`src/rtl/seg_scan_ctrl_if.sv`:
```
`default_nettype none
// ============================================================================
//  Module      : seg_scan_ctrl_if
//  Description : Connection bundle between the bus-side register block and
//                the seven-segment scan controller.
//                  disp_data  [15:0] nibble k is shown on digit k
//                  dp         [3:0]  decimal point per digit, 1 = lit
//                  digit_en   [3:0]  per-digit enable, 0 = digit dark
//                  bright     [3:0]  duty level 0..15
//                  load              one-cycle capture strobe
//                  load_ack          pulse when shadow goes active
//                  frame_tick        pulse after every frame boundary
//                  an         [3:0]  digit select, active-low
//                  seg_led    [7:0]  segments, active-high, bit 7 = dp
//                master : register-block side, slave : scan controller
//  Revision    : 1.0 - initial release
// ============================================================================
interface seg_scan_ctrl_if;
    logic [15:0] disp_data;
    logic [3:0]  dp;
    logic [3:0]  digit_en;
    logic [3:0]  bright;
    logic        load;
    logic        load_ack;
    logic        frame_tick;
    logic [3:0]  an;
    logic [7:0]  seg_led;

    modport master (
        output disp_data, dp, digit_en, bright, load,
        input  load_ack, frame_tick, an, seg_led
    );

    modport slave (
        input  disp_data, dp, digit_en, bright, load,
        output load_ack, frame_tick, an, seg_led
    );
endinterface
`default_nettype wire

```
`src/rtl/seg_scan_ctrl.sv`:
```
`default_nettype none
// ============================================================================
//  Module      : seg_scan_ctrl
//  Description : Scan scheduler and double-buffered frame controller for a
//                4-digit multiplexed seven-segment display. New data is
//                committed from the shadow to the active buffer only at a
//                frame boundary, digits are time-multiplexed with a blank
//                dead-time at the start of every slot, and the ON phase is
//                PWM-dimmed by the brightness level.
//  Ports       : HCLK   - clock
//                HRESET - synchronous active-high reset
//                bus    - seg_scan_ctrl_if.slave (data in, pins out)
//  Parameters  : SCAN_DIV  - clock cycles per digit slot
//                            (must be >= BLANK_CYC + 16)
//                BLANK_CYC - blank dead-time cycles per slot
//  Revision    : 1.0 - initial release
// ============================================================================
module seg_scan_ctrl #(
    parameter logic [15:0] SCAN_DIV  = 16'h7000,
    parameter logic [15:0] BLANK_CYC = 16'd16
) (
    input  logic            HCLK,
    input  logic            HRESET,
    seg_scan_ctrl_if.slave  bus
);

    localparam logic [15:0] c_slot_last = SCAN_DIV - 16'd1;

    // Shadow (written by load) and active (displayed) buffers
    logic [15:0] r_sh_data;
    logic [3:0]  r_sh_dp;
    logic [3:0]  r_sh_en;
    logic [3:0]  r_sh_bright;
    logic [15:0] r_ac_data;
    logic [3:0]  r_ac_dp;
    logic [3:0]  r_ac_en;
    logic [3:0]  r_ac_bright;
    logic        r_pending;

    // Scan position
    logic [1:0]  r_digit;
    logic [15:0] r_cnt;

    // Registered pin / strobe outputs
    logic [3:0]  r_an;
    logic [7:0]  r_seg_led;
    logic        r_load_ack;
    logic        r_frame_tick;

    logic        w_slot_end;
    logic        w_boundary;
    logic [3:0]  w_nibble;
    logic        w_lit;
    logic [6:0]  w_hex;

    assign w_slot_end = (r_cnt == c_slot_last);
    assign w_boundary = w_slot_end && (r_digit == 2'd3);
    assign w_nibble   = r_ac_data[{r_digit, 2'b00} +: 4];

    // Lit only in the ON phase, when the digit is enabled and the low four
    // counter bits fall inside the PWM window; bright = 0 never lights.
    assign w_lit = r_ac_en[r_digit]
                && (r_cnt >= BLANK_CYC)
                && (r_cnt[3:0] < r_ac_bright);

    always_comb begin
        w_hex = 7'h00;
        case (w_nibble)
            4'h0: w_hex = 7'h3f;
            4'h1: w_hex = 7'h06;
            4'h2: w_hex = 7'h5b;
            4'h3: w_hex = 7'h4f;
            4'h4: w_hex = 7'h66;
            4'h5: w_hex = 7'h6d;
            4'h6: w_hex = 7'h7d;
            4'h7: w_hex = 7'h07;
            4'h8: w_hex = 7'h7f;
            4'h9: w_hex = 7'h6f;
            4'ha: w_hex = 7'h77;
            4'hb: w_hex = 7'h7c;
            4'hc: w_hex = 7'h39;
            4'hd: w_hex = 7'h5e;
            4'he: w_hex = 7'h79;
            4'hf: w_hex = 7'h71;
            default: w_hex = 7'h00;
        endcase
    end

    always_ff @(posedge HCLK) begin
        if (HRESET) begin
            r_sh_data    <= 16'h0000;
            r_sh_dp      <= 4'h0;
            r_sh_en      <= 4'h0;
            r_sh_bright  <= 4'h0;
            r_ac_data    <= 16'h0000;
            r_ac_dp      <= 4'h0;
            r_ac_en      <= 4'h0;
            r_ac_bright  <= 4'h0;
            r_pending    <= 1'b0;
            r_digit      <= 2'd0;
            r_cnt        <= 16'd0;
            r_an         <= 4'hF;
            r_seg_led    <= 8'h00;
            r_load_ack   <= 1'b0;
            r_frame_tick <= 1'b0;
        end else begin
            // Slot / digit scan
            if (w_slot_end) begin
                r_cnt   <= 16'd0;
                r_digit <= r_digit + 2'd1;
            end else begin
                r_cnt   <= r_cnt + 16'd1;
            end

            // Commit takes the shadow as it was before this edge, so a load
            // landing on the boundary cycle is held for the next frame.
            if (w_boundary && r_pending) begin
                r_ac_data   <= r_sh_data;
                r_ac_dp     <= r_sh_dp;
                r_ac_en     <= r_sh_en;
                r_ac_bright <= r_sh_bright;
            end

            if (bus.load) begin
                r_sh_data   <= bus.disp_data;
                r_sh_dp     <= bus.dp;
                r_sh_en     <= bus.digit_en;
                r_sh_bright <= bus.bright;
                r_pending   <= 1'b1;
            end else if (w_boundary) begin
                r_pending   <= 1'b0;
            end

            r_load_ack   <= w_boundary && r_pending;
            r_frame_tick <= w_boundary;

            // an and seg_led come from the same state on the same edge
            if (w_lit) begin
                r_an      <= ~(4'b0001 << r_digit);
                r_seg_led <= {r_ac_dp[r_digit], w_hex};
            end else begin
                r_an      <= 4'hF;
                r_seg_led <= 8'h00;
            end
        end
    end

    assign bus.an         = r_an;
    assign bus.seg_led    = r_seg_led;
    assign bus.load_ack   = r_load_ack;
    assign bus.frame_tick = r_frame_tick;

endmodule
`default_nettype wire
```
`src/flat_wrapper.sv`:
```
// flat-port wrapper written by rule: the top's interface ports become plain ports
module seg_scan_ctrl_flat 
#(
    parameter logic [15:0] SCAN_DIV  = 16'h7000,
    parameter logic [15:0] BLANK_CYC = 16'd16
)
  (HCLK, HRESET, bus_disp_data, bus_dp, bus_digit_en, bus_bright, bus_load, bus_load_ack, bus_frame_tick, bus_an, bus_seg_led);
  seg_scan_ctrl_if bus_i ();
  input  logic HCLK;
  input  logic HRESET;
  input wire logic [$bits(bus_i.disp_data)-1:0] bus_disp_data;
  input wire logic [$bits(bus_i.dp)-1:0] bus_dp;
  input wire logic [$bits(bus_i.digit_en)-1:0] bus_digit_en;
  input wire logic [$bits(bus_i.bright)-1:0] bus_bright;
  input wire logic [$bits(bus_i.load)-1:0] bus_load;
  output wire logic [$bits(bus_i.load_ack)-1:0] bus_load_ack;
  output wire logic [$bits(bus_i.frame_tick)-1:0] bus_frame_tick;
  output wire logic [$bits(bus_i.an)-1:0] bus_an;
  output wire logic [$bits(bus_i.seg_led)-1:0] bus_seg_led;
  assign bus_i.disp_data = bus_disp_data;
  assign bus_i.dp = bus_dp;
  assign bus_i.digit_en = bus_digit_en;
  assign bus_i.bright = bus_bright;
  assign bus_i.load = bus_load;
  assign bus_load_ack = bus_i.load_ack;
  assign bus_frame_tick = bus_i.frame_tick;
  assign bus_an = bus_i.an;
  assign bus_seg_led = bus_i.seg_led;
  seg_scan_ctrl #(.SCAN_DIV(SCAN_DIV), .BLANK_CYC(BLANK_CYC)) u_core (.HCLK(HCLK), .HRESET(HRESET), .bus(bus_i));
endmodule
```
`config.mk`:
```
export PLATFORM = sky130hd
export DESIGN_NAME = seg_scan_ctrl_flat
export DESIGN_NICKNAME = d
export VERILOG_FILES = /design/src/rtl/seg_scan_ctrl_if.sv /design/src/rtl/seg_scan_ctrl.sv /design/src/flat_wrapper.sv
export SDC_FILE = /design/constraint.sdc
export NUM_CORES = 1
export LEC_CHECK = 0
export BUFFER_PORTS_ARGS = -buffer_cell sky130_fd_sc_hd__buf_2
export CAP_MARGIN = 40
export CORE_ASPECT_RATIO = 1.75
export CORE_MARGIN = 1.5
export CORE_UTILIZATION = 38
export CTS_BUF_LIST = sky130_fd_sc_hd__clkbuf_2
export DETAILED_ROUTE_END_ITERATION = 10
export PLACE_DENSITY = 0.66
export SETUP_SLACK_MARGIN = 0.15
export SLEW_MARGIN = 10
export SYNTH_ARGS = -nofsm -noshare
export SYNTH_HDL_FRONTEND = slang
export SYNTH_SLANG_ARGS = --single-unit
```
`constraint.sdc`:
```
create_clock -name HCLK -period 4.75 [get_ports HCLK]
set_input_delay 0.95 -clock HCLK [delete_from_list [all_inputs] [get_ports HCLK]]
set_output_delay 0.95 -clock HCLK [all_outputs]
set_load 0.03 [all_outputs]
```
# After elaboration in Yosys (flattened, before gate mapping)
# Memory sizes are Yosys's and may differ from the RTL's. A register that Yosys moved wholly into a read port is not among the register bits.
# Cells that the tools add are included.
totals:
  regBits: 89
  mem_bits_ro: 112
  inputBits: 31
  out_inout_bits: 14
  elab_cells: 40
  n_memories: 1
mem_list:
  columns: ["memory", "depth", "word_bits", "read_ports", "rd_clocked_by_memory_dff", "wr", "line_no", "text"]
  rows:
  - ["(name not given)", 16, 7, 1, 1, 0, "seg_scan_ctrl.sv:68", "case (w_nibble)"]
op_classes:
  addsub: 2
  magnitude_cmp: 3
  eq_ne: 2
  n_shift: 2
  muxes: 6
  n_bitwise: 2
  n_reduce_logical: 7
ops:
  columns: ["operator", "n"]
  rows:
  - ["adder 16 x 1 -> 16 bit, second input constant", 1]
  - ["== test 16 x 15 -> 1 bit, second input constant", 1]
  - ["greater-or-equal comparator 16 x 5 -> 1 bit, second input constant", 1]
  - ["variable part select 16 x 5 -> 4 bit", 1]
  - ["binary-select mux 1 bit (select 2 bit)", 2]
  - ["logical AND 1 bit", 4]
  - ["less-than comparator 4 bit", 1]
  - ["two-way mux 1 bit", 4]
  - ["inverter 4 bit", 1]
  - ["OR reduction 2 bit", 2]
  - ["left shift 1 x 2 -> 4 bit, first input constant", 1]
  - ["less-than comparator 2 x 3 -> 1 bit, second input constant", 1]
  - ["adder 2 x 1 -> 2 bit, second input constant", 1]
  - ["== test 2 bit, second input constant", 1]
  - ["nonzero test 2 bit", 1]
  - ["inverter 1 bit", 1]

# Longest topological paths before layout
logic_depth:
  word_depth: 6
  mapped_depth: 8
  depth_no_buf: 6

# Worst setup path before layout
# No wires, ideal clock.
synth_path:
  path_type: "input -> register"
  startpoint: "in HRESET"
  endpoint: "reg u_core.r_an[3], in the netlist u_core.bus.an[3]"
  setup_time_ns: 0.123
  arrival_ns: 1.960
  slack_ns: 2.667
  cell_stages: 3
  n_path_buf: 0
  path_cell_list: "a311oi_1 > o211ai_1 > or2_2"
synth_between:
  elab_chain_cells: 1
synth_lines:
  columns: ["element", "line_no", "text"]
  rows:
  - ["start, declared", "flat_wrapper.sv:10", "input logic HRESET;"]
  - ["OR reduction 2 bit (no line)", null, null]
  - ["end signal, assigned", "seg_scan_ctrl.sv:139", "r_an <= ~(4'b0001 << r_digit);"]
  - ["end, declared", "seg_scan_ctrl.sv:45", "logic [3:0] r_an;"]
# Every way passes these cells.
# A chain may end at the register's enable or synchronous reset.

# Worst setup path after layout
layout_path:
  startpoint: "reg u_core.r_cnt[0]"
  endpoint: "reg u_core.r_ac_en[3]"
layout_between:
  elab_chain_cells: 3
layout_lines:
  columns: ["element", "line_no", "text"]
  rows:
  - ["start, declared", "seg_scan_ctrl.sv:42", "logic [15:0] r_cnt;"]
  - ["start signal, assigned", "seg_scan_ctrl.sv:112", "r_cnt <= r_cnt + 16'd1;"]
  - ["== test 16 x 15 -> 1 bit", "seg_scan_ctrl.sv:56", "assign w_slot_end = (r_cnt == c_slot_last);"]
  - ["logical AND 1 bit", "seg_scan_ctrl.sv:57", "assign w_boundary = w_slot_end && (r_digit == 2'd3);"]
  - ["logical AND 1 bit", "seg_scan_ctrl.sv:117", "if (w_boundary && r_pending) begin"]
  - ["end signal, assigned", "seg_scan_ctrl.sv:120", "r_ac_en <= r_sh_en;"]
  - ["end, declared", "seg_scan_ctrl.sv:36", "logic [3:0] r_ac_en;"]
# Every way passes these cells.

==> run_results.csv <==
group,metric,value,unit
logic_synthesis,synthTopCellsByArea,"dfxtp_1 43%, mux2i_1 15%, nand2b_1 8.7%, ha_1 4.9%, nor2_1 4.4%",
logic_synthesis,syn_avg_cell_area,10.2,sq um
cts,clk_latency,0.55,ns
logic_synthesis,async_flop_share,0,
timing,rsz0062_at_grt,"no",
cts,cts.clk_slew.worst_paths,0.22,ns
global_routing,grt_pass1_wl,12800,um
placement,hpwl,5390,um
logic_synthesis,ys_types,45,
pwr,power.leakage,0.00171,uW
placement,pre_cts_slack,2.28,ns
worst_setup_path,setup.worst_path.end_class,"flip-flop",
cts,cts_tree,"done",
floorplan,die_h,140,um
logic_synthesis,synth_nets,449,
min_path,min_to,"u_core.r_ac_bright[1]$_SDFFE_PP0P_",
worst_setup_path,r2r_cells,6,
timing,fmax,0.418,GHz
worst_setup_path,worst-setup-path-type,"flip-flop to flip-flop",
worst_setup_path,worstReg2RegStart,"u_core.r_cnt[0]$_SDFF_PP0_",
timing,fin_worst_skew,0.0195,ns
global_routing,overflow,0,
worst_setup_path,startpoint,"u_core.r_cnt[0]$_SDFF_PP0_",
global_routing,grt_pass1_vias,2797,
global_routing,grt_antenna_before_repair,1,
logic_synthesis,synthCells,402,
timing,setup_viol,0,
cts,clock_sinks,89,
worst_setup_path,critPathTopFamily,"simple AND/OR/NAND/NOR gates",
routing,viasPerCell,4.93,
timing,tns,0,ns
routing,drc_errors,0,
placement,post-place-cells,556,
routing,drt_pass1_iterations,4,
logic_synthesis,yosysWarnings,0,
global_routing,grt_start_max_net_pins,93,
worst_setup_path,slowest_stage,"dfxtp_1",
min_path,hold_depth,2,
run,max-cap-violations,0,
outcome,status,"finished clean",
min_path,hold_class,"flip-flop to flip-flop",
worst_setup_path,critPathLaunchType,"flip-flop",
final_layout,synthToLayoutAreaGrowth,9.09,%
final_layout,layout_commonest_cell,"dfxtp_1",
pwr,power_density,273,nW/um^2
final_layout,drive_above_1_share,0.176,
worst_setup_path,path_max_fanout,28,
global_routing,grt.total_usage,0.145,
timing,max_slew_margin,0.415,
timing,hold_violations,0,
logic_synthesis,yosysTopAreaCell,"dfxtp_1",
worst_setup_path,r2r_slack,2.36,ns
timing,slew_viol_final,0,
floorplan,initial_utilization,0.386,
timing,finalCritPeriodShare,0.504,
cts,cts_buffers,9,
floorplan,die_x,81.6,um
pwr,switchingPower,298,uW
cts,cts_hold_buf,0,
final_layout,layout_common_cells,"89 x dfxtp_1, 60 x mux2i_1, 57 x nand2b_1",
floorplan,design.core.area,10600,sq um
floorplan,ios,45,
floorplan,core.rowCount,50,
min_path,holdCritStartpoint,"u_core.r_ac_bright[1]$_SDFFE_PP0P_",
timing,worst_slack,2.36,ns
worst_setup_path,rr_endpoint,"u_core.r_ac_en[3]$_SDFFE_PP0P_",
floorplan,die_area,11500,sq um
cts,cts.repair.resized,0,
final_layout,n_fill_cell,1075,
pwr,seq_power_share,0.636,
routing,vias,2823,
logic_synthesis,syn_area,4100,sq um
logic_synthesis,synth_edf_count,0,
final_layout,layout.nets,484,
cts,clock-root-buffer,"clkbuf_2",
routing,ant_nets,0,
logic_synthesis,synth_top_area_frac,0.434,
pwr,ir_drop,0.200,mV
routing,wl,7580,um
worst_setup_path,required,5.25,ns
logic_synthesis,synth_flop_cell,"dfxtp_1",
worst_setup_path,cp.arrival,2.89,ns
placement,routabilityCongestion,0.845,
pwr,swShare,0.244,
routing,wl_per_cell,13.2,um
timing,fin_crit,2.39,ns
final_layout,instances_no_fill,573,
pwr,clock_power_share,0.303,
cts,postCtsSetupBuffers,0,
cts,cts_buffer_depth,2,
pwr,internal_power,923,uW
logic_synthesis,yosys_register_bits,89,
routing,drtIter0Drc,161,
placement,io_buffer_count,44,
timing,tightest_slew,0.875,ns
worst_setup_path,slowest_delay,0.47,ns
pwr,power_frac_comb,0.061,
worst_setup_path,cp_num_buf_inv,1,
cts,h-tree-depth,3,
logic_synthesis,synth_seq_area_share,0.434,
worst_setup_path,crit_path_cell_trace,"ha_1, nand4_1, or2_1, nor4_4, buf_4, mux2i_1",
registers in the layout, indices dropped and copies added (netlist names):
register and cells:
u_core.r_sh_data 16, u_core.bus.load_ack 1, u_core.r_sh_en 4, u_core.r_ac_bright 4, u_core.r_digit 2, u_core.bus.frame_tick 1
u_core.r_sh_bright 4, u_core.r_ac_data 16, u_core.bus.an 4, u_core.r_ac_dp 4, u_core.r_sh_dp 4, u_core.r_pending 1
u_core.r_cnt 16, u_core.r_ac_en 4, u_core.bus.seg_led 8
layer usage:
layer	share of wire	vias up	track usage
met2	0.50	52	0.240
li1	-	1441	-
met1	0.43	1310	0.169
met5	0	-	0
met3	0.031	20	0.0254
met4	0.033	0	0.0862
how the worst max path moves through the flow:
stage	cells past startpoint	end
floorplan	3	u_core.bus.an[3]$_SDFF_PP1_
global route	4	u_core.bus.seg_led[6]$_SDFF_PP0_
finish	6	u_core.r_ac_en[3]$_SDFFE_PP0P_
global placement	4	u_core.r_cnt[12]$_SDFF_PP0_
detailed placement	4	u_core.r_cnt[13]$_SDFF_PP0_
CTS	6	u_core.r_ac_data[3]$_SDFFE_PP0P_
logic make-up (layout without fill, tap and decap cells):
| logic type | after synthesis | in the layout | synth area share |
|---|---|---|---|
| AOI/OAI and AO/OA | 24 | 24 | 0.0415 |
| xor gates and xnor gates | 17 | 17 | 0.0363 |
| adders and majority gates | 16 | 16 | 0.0488 |
| buffers and inverters | 40 | 80 | 0.0497 |
| DFF | 89 | 89 | 0.434 |
| muxes | 69 | 69 | 0.190 |
| other | 0 | 1 | 0 |
| and+or+nand+nor | 147 | 147 | 0.199 |
worst reg2reg max path, delay by kind of cell, from the launching register on:
family        cells  cell delay [ns]
simple gates      3             0.84
mux               1             0.26
buf+inv           1             0.46
fa+ha+maj         1             0.32
flops             1             0.47
synthesized netlist by cell type, types with 4 or more instances:
master	n
nand2_1	4
xor2_1	4
nor2_1	48
ha_1	16
mux4_2	7
nand2b_1	57
dfxtp_1	89
xnor2_1	13
a21oi_1	5
mux2i_1	60
nand4_1	6
nor4_1	7
clkbuf_1	12
inv_1	18
nor3_1	6
buf_2	4
power groups by stage:
stage / logic, uW / registers [uW] / clock network (uW)
4_1_cts: 75.8 / 777 / 388
3_3_place_gp: 73.6 / 790 / 0
2_1_floorplan: 55.6 / 787 / 0
3_5_place_dp: 75.8 / 791 / 0
5_1_grt: 84.3 / 780 / 414
6_report: 74.2 / 777 / 371
cell type report:
cell class,count,area (sq um),share of cell area
Antenna cell,1,2.50,0.000559
Clock buffer,10,50.0,0.0112
Multi-Input combinational cell,273,2120,0.473
Timing Repair Buffer,46,235,0.0525
Inverter,18,67.6,0.0151
Sequential cell,89,1780,0.398
Clock inverter,6,58.8,0.0131
Tap cell,130,163,0.0363
stage by stage:
step,instance area [sq um],hold slack [ns],power (uW),util
2_1_floorplan,4100,0.444,843,-
3_3_place_gp,4370,0.455,864,0.410
3_5_place_dp,4370,0.462,867,0.410
4_1_cts,4470,0.491,1240,0.421
5_1_grt,4480,0.504,1280,0.421
6_report,4480,0.487,1220,0.421
No activity file was read; power rests on OpenSTA's default activity.
